File: src/rtl/noc_input_buffer.sv
// Router input buffer: two per-VC show-ahead FIFOs with credit return, lock tracking and
// packet-atomic round-robin arbitration. Define NOC_IBUF_STATS_EN to add per-VC dequeue counters.
module noc_input_buffer #(
  parameter int DATAW = 64,
  parameter int DEPTH = 4,
  parameter int PTRW  = 2
) (
  input  logic             clk,
  input  logic             rst_,
  input  logic [DATAW-1:0] idata,
  input  logic             ivalid,
  input  logic             ivch,
  output logic [1:0]       oack,
  output logic [1:0]       olck,
  output logic [DATAW-1:0] odata,
  output logic             ovalid,
  output logic             ovch,
  input  logic             igrant,
`ifdef NOC_IBUF_STATS_EN
  output logic [15:0]      ocnt0,
  output logic [15:0]      ocnt1,
`endif
  output logic             oerr
);

  localparam logic [1:0] T_HEAD = 2'b00;
  localparam logic [1:0] T_TAIL = 2'b10;
  localparam logic [1:0] T_HT   = 2'b11;
  localparam logic [PTRW:0] FULL_CNT = (PTRW+1)'(DEPTH);

  typedef enum logic [1:0] {IDLE = 2'd0, HOLD0 = 2'd1, HOLD1 = 2'd2} state_t;

  logic [DATAW-1:0] mem_q [2][DEPTH];
  logic [PTRW-1:0]  wr_ptr_q [2];
  logic [PTRW-1:0]  rd_ptr_q [2];
  logic [PTRW:0]    cnt_q [2];
  state_t           state_q, state_d;
  logic             prio_q, prio_d;
  logic [1:0]       oack_q, olck_q, olck_d;
  logic             oerr_q;

  logic [1:0]       nonempty, wr_en, deq_v;
  logic             sel, ovalid_c, deq, ovf;
  logic [DATAW-1:0] head;
  logic [1:0]       out_type, in_type;

  assign in_type = idata[DATAW-1 -: 2];

  always_comb begin
    for (int v = 0; v < 2; v++) nonempty[v] = (cnt_q[v] != '0);
    sel      = 1'b0;
    ovalid_c = 1'b0;
    case (state_q)
      IDLE: begin
        if (nonempty[prio_q]) begin
          sel      = prio_q;
          ovalid_c = 1'b1;
        end else if (nonempty[~prio_q]) begin
          sel      = ~prio_q;
          ovalid_c = 1'b1;
        end
      end
      HOLD0: begin
        sel      = 1'b0;
        ovalid_c = nonempty[0];
      end
      HOLD1: begin
        sel      = 1'b1;
        ovalid_c = nonempty[1];
      end
      default: ;
    endcase
    head     = mem_q[sel][rd_ptr_q[sel]];
    out_type = head[DATAW-1 -: 2];
    deq      = ovalid_c & igrant;
    deq_v    = {deq & sel, deq & ~sel};
  end

  // Packet atomicity: a head locks the arbiter onto its VC until the tail leaves.
  always_comb begin
    state_d = state_q;
    prio_d  = prio_q;
    if (deq) begin
      case (state_q)
        IDLE: begin
          if (out_type == T_HEAD) state_d = sel ? HOLD1 : HOLD0;
          if (out_type == T_HEAD || out_type == T_HT) prio_d = ~sel;
        end
        HOLD0, HOLD1: if (out_type == T_TAIL) state_d = IDLE;
        default: state_d = IDLE;
      endcase
    end
  end

  // A full FIFO still accepts a flit when the same edge frees a slot.
  always_comb begin
    ovf = 1'b0;
    for (int v = 0; v < 2; v++) begin
      wr_en[v]  = ivalid & (ivch == 1'(v)) & ((cnt_q[v] != FULL_CNT) | deq_v[v]);
      ovf       = ovf | (ivalid & (ivch == 1'(v)) & (cnt_q[v] == FULL_CNT) & ~deq_v[v]);
      olck_d[v] = olck_q[v];
      if (deq_v[v] && (out_type == T_TAIL || out_type == T_HT)) olck_d[v] = 1'b0;
      if (wr_en[v] && (in_type == T_HEAD || in_type == T_HT))   olck_d[v] = 1'b1;
    end
  end

  always_ff @(posedge clk) begin
    for (int v = 0; v < 2; v++)
      if (wr_en[v]) mem_q[v][wr_ptr_q[v]] <= idata;
  end

  always_ff @(posedge clk) begin
    if (rst_) begin
      for (int v = 0; v < 2; v++) begin
        wr_ptr_q[v] <= '0;
        rd_ptr_q[v] <= '0;
        cnt_q[v]    <= '0;
      end
      state_q <= IDLE;
      prio_q  <= 1'b0;
      oack_q  <= '0;
      olck_q  <= '0;
      oerr_q  <= 1'b0;
    end else begin
      for (int v = 0; v < 2; v++) begin
        if (wr_en[v]) wr_ptr_q[v] <= wr_ptr_q[v] + PTRW'(1);
        if (deq_v[v]) rd_ptr_q[v] <= rd_ptr_q[v] + PTRW'(1);
        cnt_q[v] <= cnt_q[v] + (PTRW+1)'(wr_en[v]) - (PTRW+1)'(deq_v[v]);
      end
      state_q <= state_d;
      prio_q  <= prio_d;
      oack_q  <= deq_v;
      olck_q  <= olck_d;
      oerr_q  <= oerr_q | ovf;
    end
  end

`ifdef NOC_IBUF_STATS_EN
  logic [15:0] cnt0_q, cnt1_q;

  always_ff @(posedge clk) begin
    if (rst_) begin
      cnt0_q <= '0;
      cnt1_q <= '0;
    end else begin
      if (deq_v[0]) cnt0_q <= cnt0_q + 16'd1;
      if (deq_v[1]) cnt1_q <= cnt1_q + 16'd1;
    end
  end

  assign ocnt0 = cnt0_q;
  assign ocnt1 = cnt1_q;
`endif

  assign odata  = ovalid_c ? head : '0;
  assign ovalid = ovalid_c;
  assign ovch   = ovalid_c ? sel : 1'b0;
  assign oack   = oack_q;
  assign olck   = olck_q;
  assign oerr   = oerr_q;

endmodule

File: config.mk
export PLATFORM = sky130hd
export DESIGN_NAME = noc_input_buffer
export DESIGN_NICKNAME = d
export VERILOG_FILES = /design/src/rtl/noc_input_buffer.sv
export SDC_FILE = /design/constraint.sdc
export NUM_CORES = 1
export LEC_CHECK = 0
export CAP_MARGIN = 25
export CORE_MARGIN = 1.5
export CORE_UTILIZATION = 59
export CTS_CLUSTER_SIZE = 30
export DETAILED_ROUTE_END_ITERATION = 16
export PLACE_DENSITY = 0.91
export SETUP_SLACK_MARGIN = 0.3
export SLEW_MARGIN = 0
export SYNTH_ARGS = -nofsm -noshare
export SYNTH_HDL_FRONTEND = slang
export SYNTH_SLANG_ARGS = --single-unit
export TNS_END_PERCENT = 5
File: constraint.sdc
create_clock -name clk -period 6.65 [get_ports clk]
set_input_delay 0.9975 -clock clk [delete_from_list [all_inputs] [get_ports clk]]
set_output_delay 0.9975 -clock clk [all_outputs]
set_load 0.1 [all_outputs]
==> reports/qor.yml <==
status:
  status: "complete, no violations"
worst_setup_path:
  path_delay_family: "buffers and inverters"
  slowest_delay_ps: 1190
  endpoint_kind: "output port"
  path_buf_inv: 4
  path_cells: "inv_1 > ha_4 > inv_1 > a21boi_4 > buf_4 > o221ai_1 > a21oi_1 > clkdlybuf4s50_1"
  cp_common_cell: "inv_1"
  startpoint_type: "register"
  required_ps: 5650
  path_class: "register to output port"
  r2r_start: "state_q[0]"
  worstPathArrival_ps: 4920
  worstRegToRegCells: 9
  timing.rr.end: "mem_q[0][251]"
  critPathMaxFanout: 51
  crit_slowest_cell: "clkdlybuf4s50_1"
  r2r_slack_ps: 2590
clock_tree:
  cts_tree: "done"
  cts_buffers: 51
  htree_num_levels: 2
  hold_buffers: 0
  cts_setup_buffers: 0
  cts.clk_slew.worst_paths_ps: 60
  clk_latency_ps: 590
  cts-root-buf: "clkbuf_16"
  cts_max_path_buffers: 3
  cts_num_sinks: 534
  cts_resized: 0
synth:
  syn-num-nets: 1434
  netlist_instances: 1345
  post_synth.cell_area_avg_sq_um: 16.6
  synth-edff-count: 520
  ys_types: 51
  yosysSeqAreaShare_pct: 71.4
  ys_warn_count: 0
  synth-main-ff-cell: "edfxtp_1"
  netlist_area_sq_um: 22300
  async_reset_ff_share_pct: 0
  yosys_register_bits: 534
placed_design:
  placement.io_buffers: 139
  dp_hpwl_microns: 28100
  gp_congestion: 0.792
floorplan:
  start_util_pct: 60.4
  die_h_microns: 197
  die_w_microns: 197
  ios: 140
  core_sq_um: 36900
  rows: 70
  fp.dieArea_sq_um: 38900
routing:
  drt_pass1_iterations: 7
  vias: 13178
  drc: 0
  via_per_inst: 6.56
  drtIter0Drc: 1316
  postRouteAntennaNets: 0
  wirelength_microns: 52300
  wire_per_inst_microns: 26.0
timing:
  achievable-frequency_mhz: 169
  final.period_utilization_pct: 89.0
  fin_tns_setup_ps: 0
  skew_ps: 20.8
  hold_viol: 0
  min_period_ps: 5920
  tightest_slew_ps: 1110
  rsz0062_at_grt: "false"
  drv_slew: 0
  relSlewSlack_pct: 26.1
  finalSetupViolations: 0
run:
  cap_violations: 0
final_layout:
  final_cell_mix: "edfxtp_1, clkdlybuf4s50_1, mux2i_1"
  final_common_cell: "edfxtp_1"
  fill_cells: 2213
  seqCellArea_sq_um: 15900
  multi_input_area_sq_um: 5770
  syn_to_final_growth_pct: 15.8
  nets: 1547
  layout-drive-gt1-share_pct: 17.5
min_path:
  holdPathStages: 1
  hold_end: "oerr"
  worstHoldStart: "oerr"
  hold_path_class: "register to register"
global_routing:
  track_usage_pct: 27.1
  grt_pass1_vias: 13488
  grt_pass1_wl_microns: 79200
  grt_max_degree: 101
  overflow: 0
  antenna_found_initial: 6
==> cell families (layout without fill, tap and decap cells) <==
logic type,after synthesis,after routing,share of synthesized area (%)
multiplexers,254,254,12.1
AO/OA/AOI/OAI,344,344,10.5
adder cells (fa/ha/maj),20,20,1.19
buffers and inverters,125,281,2.97
XOR/XNOR,7,7,0.275
AND/OR/NAND/NOR,61,61,1.52
flip-flops,534,534,71.4
other,0,3,0
==> area by class of cell <==
cell class / count / share of cell area [%]
tap: 504 / 2.45
clock inverter: 35 / 1.34
clock buffer: 61 / 5.22
inverter: 17 / 0.247
sequential: 534 / 61.6
multi-input combinational: 686 / 22.4
antenna: 3 / 0.0291
timing repair buffer: 168 / 6.72
==> routing by layer <==
layer / global-route usage (%) / wire, microns
met5: 0 / 46
met4: 11.5 / 1580
met3: 4.75 / 4750
met2: 44.3 / 25900
met1: 36.2 / 19900
==> sequential cells by signal, indices dropped and copies added (netlist names) <==
name      count
cnt_q         6
olck          2
mem_q       512
wr_ptr_q      4
rd_ptr_q      4
oerr          1
state_q       2
oack          2
prio_q        1
==> through the flow <==
| step | util, % | hold WS, ps | cells | cell area [sq um] | worst slack, ps |
|---|---|---|---|---|---|
| floorplan | - | 480 | 1345 | 22300 | 2470 |
| detailed placement | 65.2 | 491 | 1907 | 24000 | 1310 |
| finish | 69.9 | 490 | 2008 | 25800 | 734 |
| global route | 69.9 | 533 | 2008 | 25800 | 498 |
| global placement | 64.9 | 480 | 1903 | 23900 | 1380 |
| CTS | 69.8 | 505 | 2003 | 25700 | 750 |
==> cells in the mapped netlist (2+ instances only) <==
master,instances,area [sq um]
a221oi_1,3,26.3
ha_1,18,225
o21ai_1,28,140
edfxtp_1,520,15600
inv_1,17,63.8
mux2_2,126,1420
and3_1,2,12.5
o32ai_1,2,17.5
buf_6,19,214
nor2_1,16,60.1
buf_4,3,22.5
mux2i_1,128,1280
clkbuf_1,52,195
nand2_1,7,26.3
a21oi_1,66,330
o221ai_1,63,552
nand3_1,5,25.0
nor3_1,2,10.0
o21ai_0,100,500
a32o_1,2,20.0
o2111ai_1,64,561
or2_2,2,12.5
and2_1,12,75.1
buf_1,3,11.3
nand2b_1,3,18.8
dfxtp_1,14,280
buf_2,30,150
xnor2_1,6,52.6
nor2b_1,7,43.8
a221o_1,2,20.0
a21o_1,2,15.0
fa_1,2,40.0
==> how the worst max path moves through the flow <==
stage,from,to,slack [ps],depth (start not counted)
global route,state_q[0],odata[55],500,8
finish,state_q[0],odata[34],730,8
global placement,state_q[0],odata[34],1380,8
floorplan,state_q[0],odata[34],2470,9
CTS,state_q[0],odata[12],750,8
detailed placement,state_q[0],odata[55],1310,8
Power is not shown: default switching activity piles up to over one toggle a cycle in this logic, so the estimate is an artifact.
==> RTL edit: new RTL, same flow settings <==
Build with the macro `NOC_IBUF_STATS_EN` defined.
--- a/src/rtl/noc_input_buffer.sv
+++ b/src/rtl/noc_input_buffer.sv
@@ -1,5 +1,7 @@
 // Router input buffer: two per-VC show-ahead FIFOs with credit return, lock tracking and
 // packet-atomic round-robin arbitration. Define NOC_IBUF_STATS_EN to add per-VC dequeue counters.
+`define NOC_IBUF_STATS_EN
+
 module noc_input_buffer #(
   parameter int DATAW = 64,
   parameter int DEPTH = 4,
Function (old outputs only; new: ocnt0 and ocnt1): same outputs for any inputs over 4 cycles, from zero or initial values and one cycle with rst_ high; that may be too few to reach the edited logic, so the function may still have changed.
==> RTL edit against the original RTL <==
  * Sequential cell count up 32
  * Wire length grew 8.9%
  * Critical path type unchanged
  * Setup slack gained 690 ps
  * Synthesized area grew 5.4%
  * Cell count increased by 11%
  * Design area grew 6.3%
  * First-iteration DRC count is 32% higher
Power is not shown: default switching activity piles up to over one toggle a cycle in this logic, so the estimate is an artifact.
==> RTL edit: results (changes against the original RTL) <==
{
  "slew_headroom": {"value": 32.0, "unit": "%", "change": "+6.0 points"},
  "ys_seq_area_share": {"value": 70.5, "unit": "%", "change": "-0.90 points"},
  "clk_pin_slew": {"value": 60, "unit": "ps", "change": "about the same"},
  "timing.critical_path.fanout_max": {"value": 64, "change": "+25%"},
  "clock_tree.root_cell": {"value": "clkbuf_16"},
  "layout-drive-gt1-share": {"value": 19.5, "unit": "%", "change": "+2.0 points"},
  "grt_max_degree": {"value": 128, "change": "+27%"},
  "m1WireLength": {"value": 22.0, "unit": "mm", "change": "+10%"},
  "status": {"value": "finished, final reports clean"},
  "clockBufferDepth": {"value": 3, "change": "unchanged"},
  "cts-buffers-inserted": {"value": 54, "change": "+5.9%"},
  "track_usage": {"value": 27.4, "unit": "%", "change": "+0.30 points"},
  "hold_class": {"value": "flop to flop"},
  "first_pass_iteration_count_of_the_detailed_router": {"value": 5, "change": "-2"},
  "global_route_wire_length_before_repair": {"value": 85.6, "unit": "mm", "change": "+8.0%"},
  "synth.distinct_cells": {"value": 50, "change": "-2.0%"},
  "critPathMaxStageDelay": {"value": 830, "unit": "ps", "change": "-360 ps"},
  "port-buffer-count": {"value": 171, "change": "+23%"},
  "fraction_of_registers_with_async_set_reset": {"value": 0, "unit": "%", "change": "unchanged"},
  "detailed_route_wirelength_on_metal2": {"value": 28.0, "unit": "mm", "change": "+8.0%"},
  "synth_commonest_cells": {"value": "520 x edfxtp_1, 132 x o21ai_0, 127 x mux2_2"},
  "critical_path_arrival": {"value": 4230, "unit": "ps", "change": "-690 ps"},
  "drtIter0Drc": {"value": 1736, "change": "+32%"},
  "dp.final_hpwl": {"value": 29.8, "unit": "mm", "change": "+5.9%"},
  "post_synth_main_area_contributors": {"value": "edfxtp_1 67%, mux2_2 6.1%, mux2i_1 5.3%, dfxtp_1 3.9%, o21ai_0 2.8%"},
  "num-nets-final": {"value": 1751, "change": "+13%"},
  "detail_route.vias_per_cell": {"value": 6.58, "change": "+0.21%"},
  "mappedNetlistNets": {"value": 1609, "change": "+12%"},
  "wirelength": {"value": 56.9, "unit": "mm", "change": "+8.9%"},
  "dr_wl_met3": {"value": 5.18, "unit": "mm", "change": "+9.2%"},
  "gpl.final_weighted_congestion": {"value": 0.852, "change": "+7.5%"},
  "first_global_vias": {"value": 14600, "change": "+8.0%"},
  "cts_resized": {"value": 0, "change": "unchanged"},
  "top_layer_used": {"value": "met5"},
  "synth.yosys.warnings": {"value": 0, "change": "unchanged"},
  "cell_with_the_largest_stage_delay_on_the_worst_path": {"value": "nand3_2"},
  "final.setup_skew": {"value": 16.4, "unit": "ps", "change": "-4.36 ps"}
}
## RTL edit: routing by layer
| metal | track usage, % | vias up |
|---|---|---|
| met5 | 0 | - |
| met4 | 11.1 | 4 |
| met3 | 4.87 | 132 |
| met2 | 44.6 | 903 |
| met1 | 36.8 | 7270 |
| li1 | - | 6331 |
## RTL edit: cell type report
type	count	area [um2]
Fill cell	2338	11500
Tap cell	518	648
Inverter	27	101
Clock buffer	62	1410
Sequential cell	566	16500
Multi-Input combinational cell	808	6450
Antenna cell	4	10.0
Timing Repair Buffer	202	1820
Clock inverter	39	435
## RTL edit: final timing paths
path | start | endpoint | slack (ps) | depth (start not counted)
setup / recovery | state_q[0] | odata[18] | 1420 | 8
hold / removal | oerr | oerr | 490 | 1
setup reg to reg | state_q[0] | mem_q[0][47] | 2180 | 8
hold reg to reg | oerr | oerr | 490 | 1
## RTL edit: kinds of logic after synthesis
kind of cell | count (synthesis) | share of synthesized area [%]
muxes | 255 | 11.8
DFF | 566 | 70.5
and+or+nand+nor | 140 | 3.01
AOI/OAI and AO/OA | 369 | 10.3
buffers and inverters | 143 | 2.33
adders and majority gates | 23 | 1.29
xor gates and xnor gates | 21 | 0.784
## RTL edit: metrics by stage
step                cell area [um2]  std cells  hold WS (ps)  setup WS [ps]
floorplan                     23500       1517           513           2250
global placement              25500       2119           475           2130
detailed placement            25500       2120           484           2110
CTS                           27400       2221           494           1440
global route                  27400       2225           518           1280
finish                        27400       2226           492           1420
## RTL edit: critical path, delay by kind of cell, from the launching register on
| family | cells | cell delay (ps) |
|---|---|---|
| buf+inv | 4 | 1310 |
| simple gates | 1 | 830 |
| fa+ha+maj | 1 | 640 |
| compound gates | 2 | 500 |
| flops | 1 | 340 |
